**config.mk**
```make
export PLATFORM = sky130hd
export DESIGN_NAME = timer_state_ctrl
export DESIGN_NICKNAME = d
export VERILOG_FILES = /design/src/rtl/timer_state_ctrl.sv
export SDC_FILE = /design/constraint.sdc
export NUM_CORES = 1
export LEC_CHECK = 0
export ABC_AREA = 1
export BUFFER_PORTS_ARGS = -buffer_cell sky130_fd_sc_hd__buf_2
export CORE_ASPECT_RATIO = 0.7
export CORE_MARGIN = 1.5
export CORE_UTILIZATION = 33
export CTS_CLUSTER_SIZE = 28
export DETAILED_ROUTE_END_ITERATION = 8
export SLEW_MARGIN = 20
export SYNTH_ARGS = -nofsm -noshare
export SYNTH_HDL_FRONTEND = slang
export SYNTH_SLANG_ARGS = --single-unit
```
**constraint.sdc**
```tcl
create_clock -name i_clk -period 1.7 [get_ports i_clk]
set_input_delay 0.085 -clock i_clk [delete_from_list [all_inputs] [get_ports i_clk]]
set_output_delay 0.085 -clock i_clk [all_outputs]
set_load 0.05 [all_outputs]
```
**src/rtl/timer_state_ctrl.sv**
```systemverilog
// Button-driven timer-select FSM: each press steps OFF->T1->T2->T3->OFF,
// and each active state counts down its duration in seconds before dropping to OFF.
module timer_state_ctrl #(
  parameter int unsigned TICK_DIV = 100_000_000,
  parameter int unsigned T1_SEC   = 3,
  parameter int unsigned T2_SEC   = 5,
  parameter int unsigned T3_SEC   = 7,
  parameter int unsigned CNT_W    = 8
) (
  input  logic             i_clk,
  input  logic             i_reset,
  input  logic             i_btn,
  input  logic             i_clear,
  output logic [1:0]       o_time_state,
  output logic [2:0]       o_time,
  output logic [CNT_W-1:0] o_remain_sec,
  output logic             o_expire
);

  localparam int unsigned    PW        = $clog2(TICK_DIV);
  localparam logic [PW-1:0]  PRESC_MAX = PW'(TICK_DIV - 1);

  typedef enum logic [1:0] {
    ST_OFF = 2'b00,
    ST_T1  = 2'b01,
    ST_T2  = 2'b10,
    ST_T3  = 2'b11
  } state_t;

  state_t           state_q, state_d;
  logic [PW-1:0]    presc_q, presc_d;
  logic [CNT_W-1:0] remain_q, remain_d;
  logic             expire_q, expire_d;

  // i_btn and i_clear are single-cycle qualifiers sampled every edge; no backpressure.
  always_ff @(posedge i_clk or negedge i_reset) begin
    if (!i_reset) begin
      state_q  <= ST_OFF;
      presc_q  <= '0;
      remain_q <= '0;
      expire_q <= 1'b0;
    end else begin
      state_q  <= state_d;
      presc_q  <= presc_d;
      remain_q <= remain_d;
      expire_q <= expire_d;
    end
  end

  always_comb begin
    state_d  = state_q;
    presc_d  = presc_q;
    remain_d = remain_q;
    expire_d = 1'b0;
    if (i_clear) begin
      state_d  = ST_OFF;
      presc_d  = '0;
      remain_d = '0;
    end else if (i_btn) begin
      // A press out of T3 lands in OFF silently; expiry only comes from the countdown.
      state_d = state_t'(state_q + 2'd1);
      presc_d = '0;
      case (state_d)
        ST_T1:   remain_d = CNT_W'(T1_SEC);
        ST_T2:   remain_d = CNT_W'(T2_SEC);
        ST_T3:   remain_d = CNT_W'(T3_SEC);
        default: remain_d = '0;
      endcase
    end else if (state_q != ST_OFF) begin
      if (presc_q == PRESC_MAX) begin
        presc_d = '0;
        if (remain_q <= CNT_W'(1)) begin
          remain_d = '0;
          state_d  = ST_OFF;
          expire_d = 1'b1;
        end else begin
          remain_d = remain_q - CNT_W'(1);
        end
      end else begin
        presc_d = presc_q + PW'(1);
      end
    end else begin
      presc_d  = '0;
      remain_d = '0;
    end
  end

  always_comb begin
    o_time = 3'b000;
    case (state_q)
      ST_T1:   o_time = 3'b001;
      ST_T2:   o_time = 3'b010;
      ST_T3:   o_time = 3'b100;
      default: o_time = 3'b000;
    endcase
  end

  assign o_time_state = state_q;
  assign o_remain_sec = remain_q;
  assign o_expire     = expire_q;

endmodule
```
# Word-level counts from Yosys, hierarchy flattened
# Cells that the tools add are included.
[classes] add_sub_neg=3 order_cmp=1 n_eq_ne=8 mux=21 n_reduce_logical=5
[ops] cell="2-to-1 mux 27 bit" count=4
[ops] cell="2-to-1 mux 8 bit" count=5
[ops] cell="adder 27 x 1 -> 27 bit (second input constant)" count=1
[ops] cell="equality test 27 bit (second input constant)" count=1
[ops] cell="case mux 3 bit (3 select lines)" count=2
[ops] cell="2-to-1 mux 2 bit" count=5
[ops] cell="nonzero test 3 bit" count=3
[ops] cell="equality test 2 bit (second input constant)" count=4
[ops] cell="less-or-equal comparator 8 x 1 -> 1 bit (second input constant)" count=1
[ops] cell="subtractor 8 x 1 -> 8 bit (second input constant)" count=1
[ops] cell="2-to-1 mux 1 bit" count=5
[ops] cell="equality test 2 x 1 -> 1 bit (second input constant)" count=2
[ops] cell="!= test 4 x 3 -> 1 bit (second input constant)" count=1
[ops] cell="AND reduction 3 bit" count=1
[ops] cell="adder 2 x 1 -> 2 bit (second input constant)" count=1
[ops] cell="nonzero test 2 bit" count=1
[totals] register_bits=38 out_inout_bits=14 word_cells=42

# Longest topological paths before layout
# Gate-level depths: netlist (run 1).
[depth] depth_word=6 ltp_mapped=11 ltp_nobuf=11

# Worst setup path after synthesis (run 1)
# OpenSTA, ideal clock, no wires.
[synth_path] path_kind="reg2reg" start="register state_q[0], in the netlist o_time_state[0]" end="register remain_q[5], in the netlist o_remain_sec[5]" setup_ps=121 arrival_ps=1715 t_required_ps=1579 path_slack_ps=-136 stages_incl_launch_ff=8 period_less_slack_ps=1836 path_cell_list="dfrtp_1 inv_1 ha_1 nor2_1 nand2_4 buf_6 a21oi_1 nor2_1"
[synth_between] elab_chain_len=4 elab_cells_between_ends=5
[synth_lines] item="from (decl)" line_no="30" source="state_t state_q, state_d;"
[synth_lines] item="from (signal assigned)" line_no="43" source="state_q <= state_d;"
[synth_lines] item="nonzero test 2 bit *" line_no="69" source="end else if (state_q != ST_OFF) begin"
[synth_lines] item="2-to-1 mux 8 bit" line_no="69"
[synth_lines] item="2-to-1 mux 8 bit" line_no="59" source="end else if (i_btn) begin"
[synth_lines] item="2-to-1 mux 8 bit" line_no="55" source="if (i_clear) begin"
[synth_lines] item="to (signal assigned)" line_no="45" source="remain_q <= remain_d;"
[synth_lines] item="to (decl)" line_no="32" source="logic [CNT_W-1:0] remain_q, remain_d;"
# Mark *: on every way between the ends. The rest lies on a longest branch, timed or not.
# A chain may end at the register's enable or synchronous reset.

# Worst setup path in the final report (run 1)
[layout_path] start="register presc_q[0]" end="register remain_q[1], in the netlist o_remain_sec[1]"
[layout_between] elab_chain_len=2
[layout_lines] item="from (decl)" line_no="31" source="logic [PW-1:0] presc_q, presc_d;"
[layout_lines] item="from (signal assigned)" line_no="44" source="presc_q <= presc_d;"
[layout_lines] item="equality test 27 bit" line_no="70" source="if (presc_q == PRESC_MAX) begin"
[layout_lines] item="!= test 4 x 3 -> 1 bit (no line)"
# No other way between the ends.

==> flow_summary.json, run 1 <==
{
  "groute.usage.overall_pct": 16.4,
  "global_route.overflow_total": 0,
  "synth-xor-area-share_pct": 1.87,
  "final_setup_viols": 0,
  "fp.dieArea_um2": 7620,
  "asyncSetResetFlopFracSynth_pct": 100,
  "finClkSkew_ns": 0.00409,
  "synth_warnings": 0,
  "worst-endpoint-arrival_ns": 1.79,
  "die-height_um": 73.5,
  "grt_max_degree": 39,
  "max_cap_check_violation_count": 0,
  "maxSlewViolCount": 0,
  "relSlewSlack_pct": 66.2,
  "synth.area.mux_share_pct": 0,
  "finalWirelength_um": 5820,
  "yosys_register_bits": 38,
  "ys_top_cells_by_area": "sky130_fd_sc_hd__dfrtp_1 (41%), sky130_fd_sc_hd__nand2_1 (13%), sky130_fd_sc_hd__nor2_1 (10%)",
  "holdWs_ns": 0.0795,
  "placed_area_um2": 2640,
  "die_w_um": 104,
  "max_slew.worst_pin.slew_ns": 0.507,
  "post_synth_num_cell_types": 25,
  "drt-initial-drc-count": 102,
  "total_power_mw": 1.95,
  "clk_transition_reported_paths_ns": 0.08,
  "area_growth_pct": 20.3,
  "synth-main-ff-cell": "sky130_fd_sc_hd__dfrtp_1",
  "routed-via-count": 2189,
  "cts_max_path_buffers": 2,
  "final_worst_path_cycle_share_pct": 94.9,
  "initial_antenna_violation_count": 0,
  "synth_enable_flop_cells": 0,
  "final_hold_viol_count": 0,
  "synth_top_area_cell": "sky130_fd_sc_hd__dfrtp_1",
  "postLayoutCoreUtil_pct": 41.3,
  "via_per_inst": 4.68,
  "status": "finished, final reports clean",
  "start_util_pct": 34.4,
  "hp_class": "input pin to flop",
  "design.portCount": 18,
  "ctsRootBufferMaster": "sky130_fd_sc_hd__clkbuf_8",
  "synth-adder-area-share_pct": 4.27,
  "synth.yosys.seq_area_share_pct": 40.6,
  "core_area_um2": 6820,
  "fmax_mhz": 620,
  "fin_crit_ns": 1.61,
  "grt_first_pass_wirelength_um": 10000,
  "layout.cells.most_common": "sky130_fd_sc_hd__nand2_1",
  "final_cell_mix": "sky130_fd_sc_hd__nand2_1 (80), sky130_fd_sc_hd__nor2_1 (61), sky130_fd_sc_hd__inv_1 (42)",
  "tritoncts": "built",
  "synthCells": 331,
  "clkLatencyLatePin_ns": 0.29,
  "cts_inserted_buffers": 5,
  "yosys.area_share.simple_pct": 39.6,
  "syn_area_per_cell_um2": 7.08,
  "timing.critical_path.required_ns": 1.87,
  "grt_setup_unrepaired": "true",
  "fin_nets": 385,
  "vdd_ir_drop_max_mv": 0.460,
  "syn-cell-area_um2": 2340,
  "crit_path_max_fanout": 8,
  "dp_hpwl_um": 4240,
  "drive_gt1_share_pct": 18.7,
  "worstSetupPathType": "flop to flop",
  "avgRoutedWirePerCell_um": 12.4,
  "cts-htree-levels": 2,
  "mappedNetlistNets": 343,
  "core.rowCount": 25,
  "dr.pass1.iters": 5,
  "diodes": 0,
  "post-synth-top-area-fraction_pct": 40.6,
  "drt.antenna.violating_nets": 0,
  "main_combinational_cell_family_by_area_after_synthesis": "simple AND/OR/NAND/NOR gates",
  "post-route-drc-count": 0,
  "vias_in_the_first_global_route": 2147,
  "crit_path_start_kind": "flop",
  "placement.io_buffers": 17,
  "leakage_nw": 1.35,
  "critical_path.endpoint_type": "flop",
  "number_of_sinks_handled_by_clock_tree_synthesis": 38,
  "final_cell_area_um2": 2820,
  "post_synthesis_compound_gate_area_fraction_pct": 4.86,
  "gp_routability_congestion": 0.879,
  "power.density_cell_area_nw_per_um2": 692
}
power by group:
group | internal, mW | switching (mW) | total [mW]
logic | 0.103 | 0.245 | 0.348
registers | 0.924 | 0.0209 | 0.945
clock network | 0.328 | 0.331 | 0.659
registers in the layout, indices dropped and copies added (netlist names):
register      flops
o_expire          1
presc_q          27
o_remain_sec      8
o_time_state      2
metrics by stage:
step	cells	setup slack [ns]	TNS, ns
3_5_place_dp	454	0.0256	0
2_1_floorplan	331	0.0227	0
5_1_grt	468	-0.0263	-0.102
4_1_cts	463	0.00522	0
3_3_place_gp	454	0.0878	0
6_report	468	0.0865	0
layer usage:
layer	GRT usage [%]	up-vias	routed length, um
li1	-	1130	-
met4	4.17	0	24
met1	24.3	1007	3150
met2	24.3	50	2360
met3	3.46	2	288
met5	0	-	0
cells by family (layout without fill, tap and decap cells):
| family | count (synthesis) | after routing |
|---|---|---|
| and+or+nand+nor | 211 | 211 |
| buffers and inverters | 48 | 91 |
| DFF | 38 | 38 |
| AOI/OAI and AO/OA | 21 | 21 |
| adders and majority gates | 8 | 8 |
| xor gates and xnor gates | 5 | 5 |
synthesized netlist by cell type, types with 3 or more instances:
cell type / instances
sky130_fd_sc_hd__nor2_1: 64
sky130_fd_sc_hd__xor2_1: 4
sky130_fd_sc_hd__o21ai_1: 3
sky130_fd_sc_hd__nand4_1: 10
sky130_fd_sc_hd__nand3_1: 29
sky130_fd_sc_hd__buf_6: 3
sky130_fd_sc_hd__nor3b_1: 3
sky130_fd_sc_hd__dfrtp_1: 38
sky130_fd_sc_hd__nand2_2: 4
sky130_fd_sc_hd__nand2_1: 81
sky130_fd_sc_hd__nor3_1: 12
sky130_fd_sc_hd__a21oi_1: 11
sky130_fd_sc_hd__o21ai_0: 4
sky130_fd_sc_hd__inv_1: 43
sky130_fd_sc_hd__ha_1: 8
critical path, cell delays in order, from the launching register on:
cell                      delay, ns
sky130_fd_sc_hd__dfrtp_1       0.37
sky130_fd_sc_hd__ha_2          0.20
sky130_fd_sc_hd__nand3_1       0.11
sky130_fd_sc_hd__inv_2         0.09
sky130_fd_sc_hd__nand2_4       0.07
sky130_fd_sc_hd__nor2_2        0.11
sky130_fd_sc_hd__nand2_1       0.09
sky130_fd_sc_hd__nand2_4       0.12
sky130_fd_sc_hd__inv_2         0.06
sky130_fd_sc_hd__buf_4         0.15
sky130_fd_sc_hd__nand2_1       0.05
sky130_fd_sc_hd__nand3_1       0.07
worst paths after layout:
kind	start	cells after the start	endpoint	slack (ns)
max reg2reg	presc_q[0]	11	o_remain_sec[1]	0.09
min reg2reg	o_remain_sec[2]	2	o_remain_sec[2]	0.52
min	i_btn	3	o_time_state[0]	0.08
max	presc_q[0]	11	o_remain_sec[1]	0.09
max in group asynchronous	i_reset	3	o_time_state[0]	0.94
min in group asynchronous	i_reset	3	presc_q[5]	0.38
cell type report:
| type | instances | area (um^2) |
|---|---|---|
| inverter | 44 | 165 |
| clock inverter | 1 | 5.00 |
| timing repair buffer | 39 | 265 |
| tap | 94 | 118 |
| clock buffer | 7 | 86.3 |
| sequential | 38 | 955 |
| fill | 723 | 4000 |
| multi-input combinational | 245 | 1220 |
what timing repair did:
item                                    4_1_cts  5_1_grt
buffers inserted                              0        5
gates resized for setup                       0       11
endpoints found under the setup margin        0       36
endpoints found under the hold margin        38        0
hold buffers                                  1        0
Note: power is estimated with default switching activity, not from simulation.
==> run 2, diff against run 1 <==
==> constraint.sdc (replaced) <==
create_clock -name i_clk -period 1.6 [get_ports i_clk]
set_input_delay 0.08 -clock i_clk [delete_from_list [all_inputs] [get_ports i_clk]]
set_output_delay 0.08 -clock i_clk [all_outputs]
set_load 0.05 [all_outputs]
==> run 2 against run 1 <==
Net effect: largest cell class unchanged; first-iteration DRC count grew 15%; highest routed layer unchanged; hold slack lost 0.024 ns; global-route usage shrank 0.38 points.
==> flow_summary.json, run 2 (synthesis results as in run 1) <==
{
  "layout.cells.most_common": "sky130_fd_sc_hd__nand2_1",
  "finClkSkew_ns": 0.00678,
  "vdd_ir_drop_max_mv": 0.331,
  "final_worst_path_cycle_share_pct": 97.2,
  "final_hold_viol_count": 0,
  "timing.critical_path.required_ns": 1.81,
  "tritoncts": "built",
  "dr.pass1.iters": 4,
  "final.setup.worst_slack_ns": 0.0447,
  "vias_in_the_first_global_route": 2134,
  "core.rowCount": 25,
  "initial_antenna_violation_count": 0,
  "critical_path.endpoint_type": "flop",
  "clk_transition_reported_paths_ns": 0.08,
  "crit_path_max_fanout": 15,
  "dp_hpwl_um": 4330,
  "postLayoutCoreUtil_pct": 44.2,
  "number_of_sinks_handled_by_clock_tree_synthesis": 38,
  "die-height_um": 73.5,
  "grt_max_degree": 16,
  "final_cell_mix": "sky130_fd_sc_hd__nand2_1 (76), sky130_fd_sc_hd__nor2_1 (60), sky130_fd_sc_hd__inv_1 (40)",
  "clkLatencyLatePin_ns": 0.29,
  "design.portCount": 18,
  "total_power_mw": 2.21,
  "cts_inserted_buffers": 5,
  "crit_path_start_kind": "flop",
  "cts-htree-levels": 2,
  "area_growth_pct": 28.5,
  "finalWirelength_um": 5740,
  "avgRoutedWirePerCell_um": 12.1,
  "power.density_cell_area_nw_per_um2": 735,
  "final_setup_viols": 0,
  "post-route-drc-count": 0,
  "fmax_mhz": 643,
  "fp.dieArea_um2": 7620,
  "global_route.overflow_total": 0,
  "ctsRootBufferMaster": "sky130_fd_sc_hd__clkbuf_8",
  "hp_class": "input pin to flop",
  "worst-endpoint-arrival_ns": 1.77,
  "worstSetupPathType": "flop to flop",
  "gp_routability_congestion": 0.877,
  "pre_cts_slack_ns": -0.0139,
  "largest_register_ffs": 27,
  "drt.antenna.violating_nets": 0,
  "max_cap_check_violation_count": 0,
  "groute.usage.overall_pct": 16.0,
  "placed_area_um2": 2690,
  "core_area_um2": 6820,
  "maxSlewViolCount": 0,
  "leakage_nw": 1.42,
  "fin_nets": 391,
  "drive_gt1_share_pct": 24.2,
  "routed-via-count": 2240,
  "start_util_pct": 34.4,
  "via_per_inst": 4.73,
  "cts_max_path_buffers": 2,
  "drt-initial-drc-count": 117,
  "relSlewSlack_pct": 74.6,
  "diodes": 0,
  "status": "finished, final reports clean",
  "fin_crit_ns": 1.56,
  "max_slew.worst_pin.slew_ns": 0.381,
  "die_w_um": 104,
  "placement.io_buffers": 17,
  "final_cell_area_um2": 3010,
  "max_flop_register": "presc_q",
  "grt_first_pass_wirelength_um": 9800,
  "filler_cell_count": 740,
  "grt_setup_unrepaired": "true"
}
==> run 2: changes by cell type in the layout (fill, tap and decap cells not counted), moves of 3 or more <==
cell,previous run,this run
sky130_fd_sc_hd__nand2_2,4,7
sky130_fd_sc_hd__buf_6,0,3
sky130_fd_sc_hd__dfrtp_2,3,6
sky130_fd_sc_hd__nand2_1,80,76
sky130_fd_sc_hd__nand3_1,28,25
sky130_fd_sc_hd__dfrtp_1,35,32
==> run 2: repair_timing <==
action	CTS	global route
hold buffers	1	0
gates resized for setup	1	37
setup buffers	0	8
endpoints found under the setup margin	6	33
pin swaps	0	11
cloned	0	0
endpoints found under the hold margin	13	0
==> run 2: final timing paths <==
kind	startpoint	endpoint	slack, ns	cells past startpoint
min in group asynchronous	i_reset	presc_q[5]	0.23	2
worst max-delay path	presc_q[1]	presc_q[11]	0.04	11
worst min register to register	o_remain_sec[2]	o_remain_sec[2]	0.51	2
worst min-delay path	i_btn	o_time_state[0]	0.06	3
worst max register to register	presc_q[1]	presc_q[11]	0.04	11
max in group asynchronous	i_reset	presc_q[12]	0.84	3
==> run 2: layer usage <==
layer  global-route usage [%]  up-vias  wire, um
li1                         -     1148         -
met3                     3.19        4       308
met2                     25.1       54      2400
met5                        0        -         0
met4                     2.78        0        29
met1                     23.3     1034      3010
==> run 2: metrics by stage <==
stage | hold slack (ns) | TNS, ns | std cells
final | 0.0559 | 0 | 474
after global routing | 0.0586 | -0.722 | 474
after CTS | 0.0479 | 0 | 467
after detailed placement | 0.0121 | -0.0139 | 458
after global placement | 0.00884 | 0 | 458
after floorplan | -0.216 | 0 | 331
==> run 2: final cells by class <==
class                      count  area [um^2]  share of cell area [%]
multi-input combinational    245         1330                    44.2
sequential                    38          958                    31.8
timing repair buffer          45          334                    11.1
inverter                      44          165                    5.48
tap                           94          118                    3.91
clock buffer                   7         76.3                    2.53
clock inverter                 1         30.0                   0.997
==> run 2: worst max-delay path, stage by stage, from the launching register on <==
cell and delay, ns:
sky130_fd_sc_hd__dfrtp_1 0.43, sky130_fd_sc_hd__ha_4 0.19, sky130_fd_sc_hd__nand3_4 0.08, sky130_fd_sc_hd__inv_2 0.04, sky130_fd_sc_hd__nand2_4 0.10, sky130_fd_sc_hd__nor2_1 0.05, sky130_fd_sc_hd__nand2_1 0.10, sky130_fd_sc_hd__nand2_4 0.09
sky130_fd_sc_hd__inv_2 0.09, sky130_fd_sc_hd__buf_12 0.14, sky130_fd_sc_hd__nand2_1 0.06, sky130_fd_sc_hd__a21oi_1 0.11
==> run 2: report_power, final <==
part	switching (mW)	leakage, nW	internal (mW)
combinational	0.269	0.852	0.126
clock	0.342	0.0524	0.467
sequential	0.0278	0.517	0.982
total	0.639	1.42	1.58
==> run 3, diff against run 2 <==
--- a/config.mk
+++ b/config.mk
@@ -12,6 +12,8 @@
 export CORE_UTILIZATION = 33
 export CTS_CLUSTER_SIZE = 28
 export DETAILED_ROUTE_END_ITERATION = 8
+export GPL_TIMING_DRIVEN = 0
+export PLACE_DENSITY = 0.55
 export SLEW_MARGIN = 20
 export SYNTH_ARGS = -nofsm -noshare
 export SYNTH_HDL_FRONTEND = slang
==> run 3 against run 2 <==
Net effect: the flow now finishes with violations (negative setup slack); sequential share of layout area down 1.1 points; cell count down 0.21%; die area unchanged; flip-flop and latch count unchanged; largest cell class unchanged; highest routed layer unchanged.
==> flow_summary.json, run 3 (synthesis results as in run 1) <==
{
  "finalWirelength_um": 6370,
  "vdd_ir_drop_max_mv": 0.378,
  "finClkSkew_ns": 0.0102,
  "post-route-drc-count": 0,
  "timing.reg2reg.setup_slack_ns": -0.01,
  "worst-path-stages": 10,
  "max_cap_check_violation_count": 0,
  "cpMostUsedCell": "sky130_fd_sc_hd__nand2_4",
  "final_setup_viols": 1,
  "cp_num_buf_inv": 3,
  "max_slew.worst_pin.slew_ns": 0.882,
  "final_worst_path_cycle_share_pct": 101,
  "die_w_um": 104,
  "dp_hpwl_um": 4170,
  "power.density_cell_area_nw_per_um2": 686,
  "crit_path_start_kind": "flop",
  "dr.pass1.iters": 5,
  "critical_path.endpoint_type": "flop",
  "start_util_pct": 34.4,
  "crit_path_max_fanout": 7,
  "cts-htree-levels": 2,
  "placement.io_buffers": 17,
  "largest_register_ffs": 27,
  "timing.critical_path.max_delay_family": "simple AND/OR/NAND/NOR gates",
  "vias_in_the_first_global_route": 2204,
  "ff2ff_path_depth": 10,
  "global_route.overflow_total": 0,
  "core.rowCount": 25,
  "total_power_mw": 2.15,
  "final_cell_area_um2": 3130,
  "timing.critical_path.required_ns": 1.80,
  "drive_gt1_share_pct": 29.6,
  "drt.antenna.violating_nets": 0,
  "drt-initial-drc-count": 116,
  "maxSlewViolCount": 0,
  "path_cells": "ha_2 > nand3_2 > inv_2 > nand2_4 > nor2_4 > nand2_2 > nand2_4 > buf_12 > clkbuf_16 > nor3_1",
  "fin_crit_ns": 1.61,
  "critPathLaunch": "presc_q[0]",
  "placed_area_um2": 2550,
  "clkLatencyLatePin_ns": 0.29,
  "design.portCount": 18,
  "routed-via-count": 2281,
  "die-height_um": 73.5,
  "grt_first_pass_wirelength_um": 10400,
  "final.setup.worst_slack_ns": -0.0121,
  "cts_inserted_buffers": 5,
  "avgRoutedWirePerCell_um": 13.5,
  "clk_transition_reported_paths_ns": 0.08,
  "max_flop_register": "presc_q",
  "leakage_nw": 1.43,
  "worst-endpoint-arrival_ns": 1.82,
  "critical-path-max-stage-delay_ns": 0.41,
  "final_hold_viol_count": 0,
  "pre_cts_slack_ns": -0.247,
  "layout.cells.most_common": "sky130_fd_sc_hd__nand2_1",
  "endpoint": "presc_q[15]",
  "fin_nets": 390,
  "worst_r2r_startpoint": "presc_q[0]",
  "violations": "negative setup slack",
  "gp_routability_congestion": 0.850,
  "holdWs_ns": 0.0670,
  "fp.dieArea_um2": 7620,
  "cts_max_path_buffers": 2,
  "core_area_um2": 6820,
  "area_growth_pct": 33.5,
  "relSlewSlack_pct": 41.2,
  "grt_max_degree": 39,
  "tritoncts": "built",
  "via_per_inst": 4.82,
  "initial_antenna_violation_count": 0,
  "status": "finished with violations",
  "worstSetupPathType": "flop to flop",
  "ctsRootBufferMaster": "sky130_fd_sc_hd__clkbuf_8",
  "grt_setup_unrepaired": "true",
  "fmax_mhz": 620,
  "final_cell_mix": "sky130_fd_sc_hd__nand2_1 (75), sky130_fd_sc_hd__nor2_1 (56), sky130_fd_sc_hd__inv_1 (37)",
  "number_of_sinks_handled_by_clock_tree_synthesis": 38,
  "groute.usage.overall_pct": 17.3,
  "crit_path_top_delay_cell": "sky130_fd_sc_hd__dfrtp_1",
  "diodes": 0,
  "reg2reg_to": "presc_q[15]",
  "hp_class": "input pin to flop"
}
==> run 3: changes by cell type in the layout (fill, tap and decap cells not counted), sizes merged <==
cell / previous run / this run
buf: 44 / 41
clkbuf: 7 / 9
bufinv: 1 / 0
clkinv: 0 / 1
==> run 3: cell type report <==
| type | count | area [um^2] |
|---|---|---|
| buffer | 4 | 70.1 |
| clock buffer | 7 | 86.3 |
| clock inverter | 1 | 5.00 |
| fill | 723 | 3690 |
| inverter | 44 | 170 |
| multi-input combinational | 245 | 1380 |
| sequential | 38 | 962 |
| tap | 94 | 118 |
| timing repair buffer | 40 | 335 |
==> run 3: how the worst min path moves through the flow <==
stage,depth (start not counted),startpoint,slack (ns),endpoint
after floorplan,0,i_reset,-0.22,o_expire
after global placement,1,i_reset,0.26,presc_q[5]
after detailed placement,1,i_reset,0.27,presc_q[5]
after CTS,3,i_btn,0.06,o_time_state[0]
after global routing,3,i_btn,0.08,o_time_state[0]
final,3,i_btn,0.07,o_time_state[0]
==> run 3: stage by stage <==
step | std cells | util [%] | setup TNS [ns]
after global placement | 442 | 37.4 | -2.74
after detailed placement | 442 | 37.4 | -3.52
after floorplan | 331 | - | 0
after global routing | 473 | 45.9 | -1.28
final | 473 | 45.9 | -0.0121
after CTS | 463 | 41.5 | 0
==> run 3: worst reg2reg max path, stage by stage, from the launching register on <==
cell and delay, ns:
sky130_fd_sc_hd__dfrtp_1 0.41, sky130_fd_sc_hd__ha_2 0.21, sky130_fd_sc_hd__nand3_2 0.09, sky130_fd_sc_hd__inv_2 0.05, sky130_fd_sc_hd__nand2_4 0.10, sky130_fd_sc_hd__nor2_4 0.04, sky130_fd_sc_hd__nand2_2 0.08, sky130_fd_sc_hd__nand2_4 0.07
sky130_fd_sc_hd__buf_12 0.15, sky130_fd_sc_hd__clkbuf_16 0.16, sky130_fd_sc_hd__nor3_1 0.18
==> run 3: power by group <==
part           internal [mW]  leakage (nW)  switching [mW]  total [mW]
combinational          0.149         0.865           0.287       0.436
clock                  0.348        0.0482           0.351       0.700
sequential             0.982         0.512          0.0280        1.01
total                   1.48          1.43           0.666        2.15
==> run 3: timing repair <==
| item | CTS | global route |
|---|---|---|
| pin swaps | 3 | 17 |
| setup endpoints to repair | 38 | 38 |
| hold buffers | 1 | 0 |
| endpoints found under the hold margin | 38 | 0 |
| buffers inserted | 11 | 8 |
| gates resized for setup | 15 | 52 |
| gates cloned | 1 | 2 |
==> run 3: metal layers <==
metal	wire length (um)	vias up	global-route usage, %
met2	2630	73	27.5
li1	-	1145	-
met3	367	9	3.02
met1	3290	1054	25.0
met5	0	-	0
met4	74	0	3.24
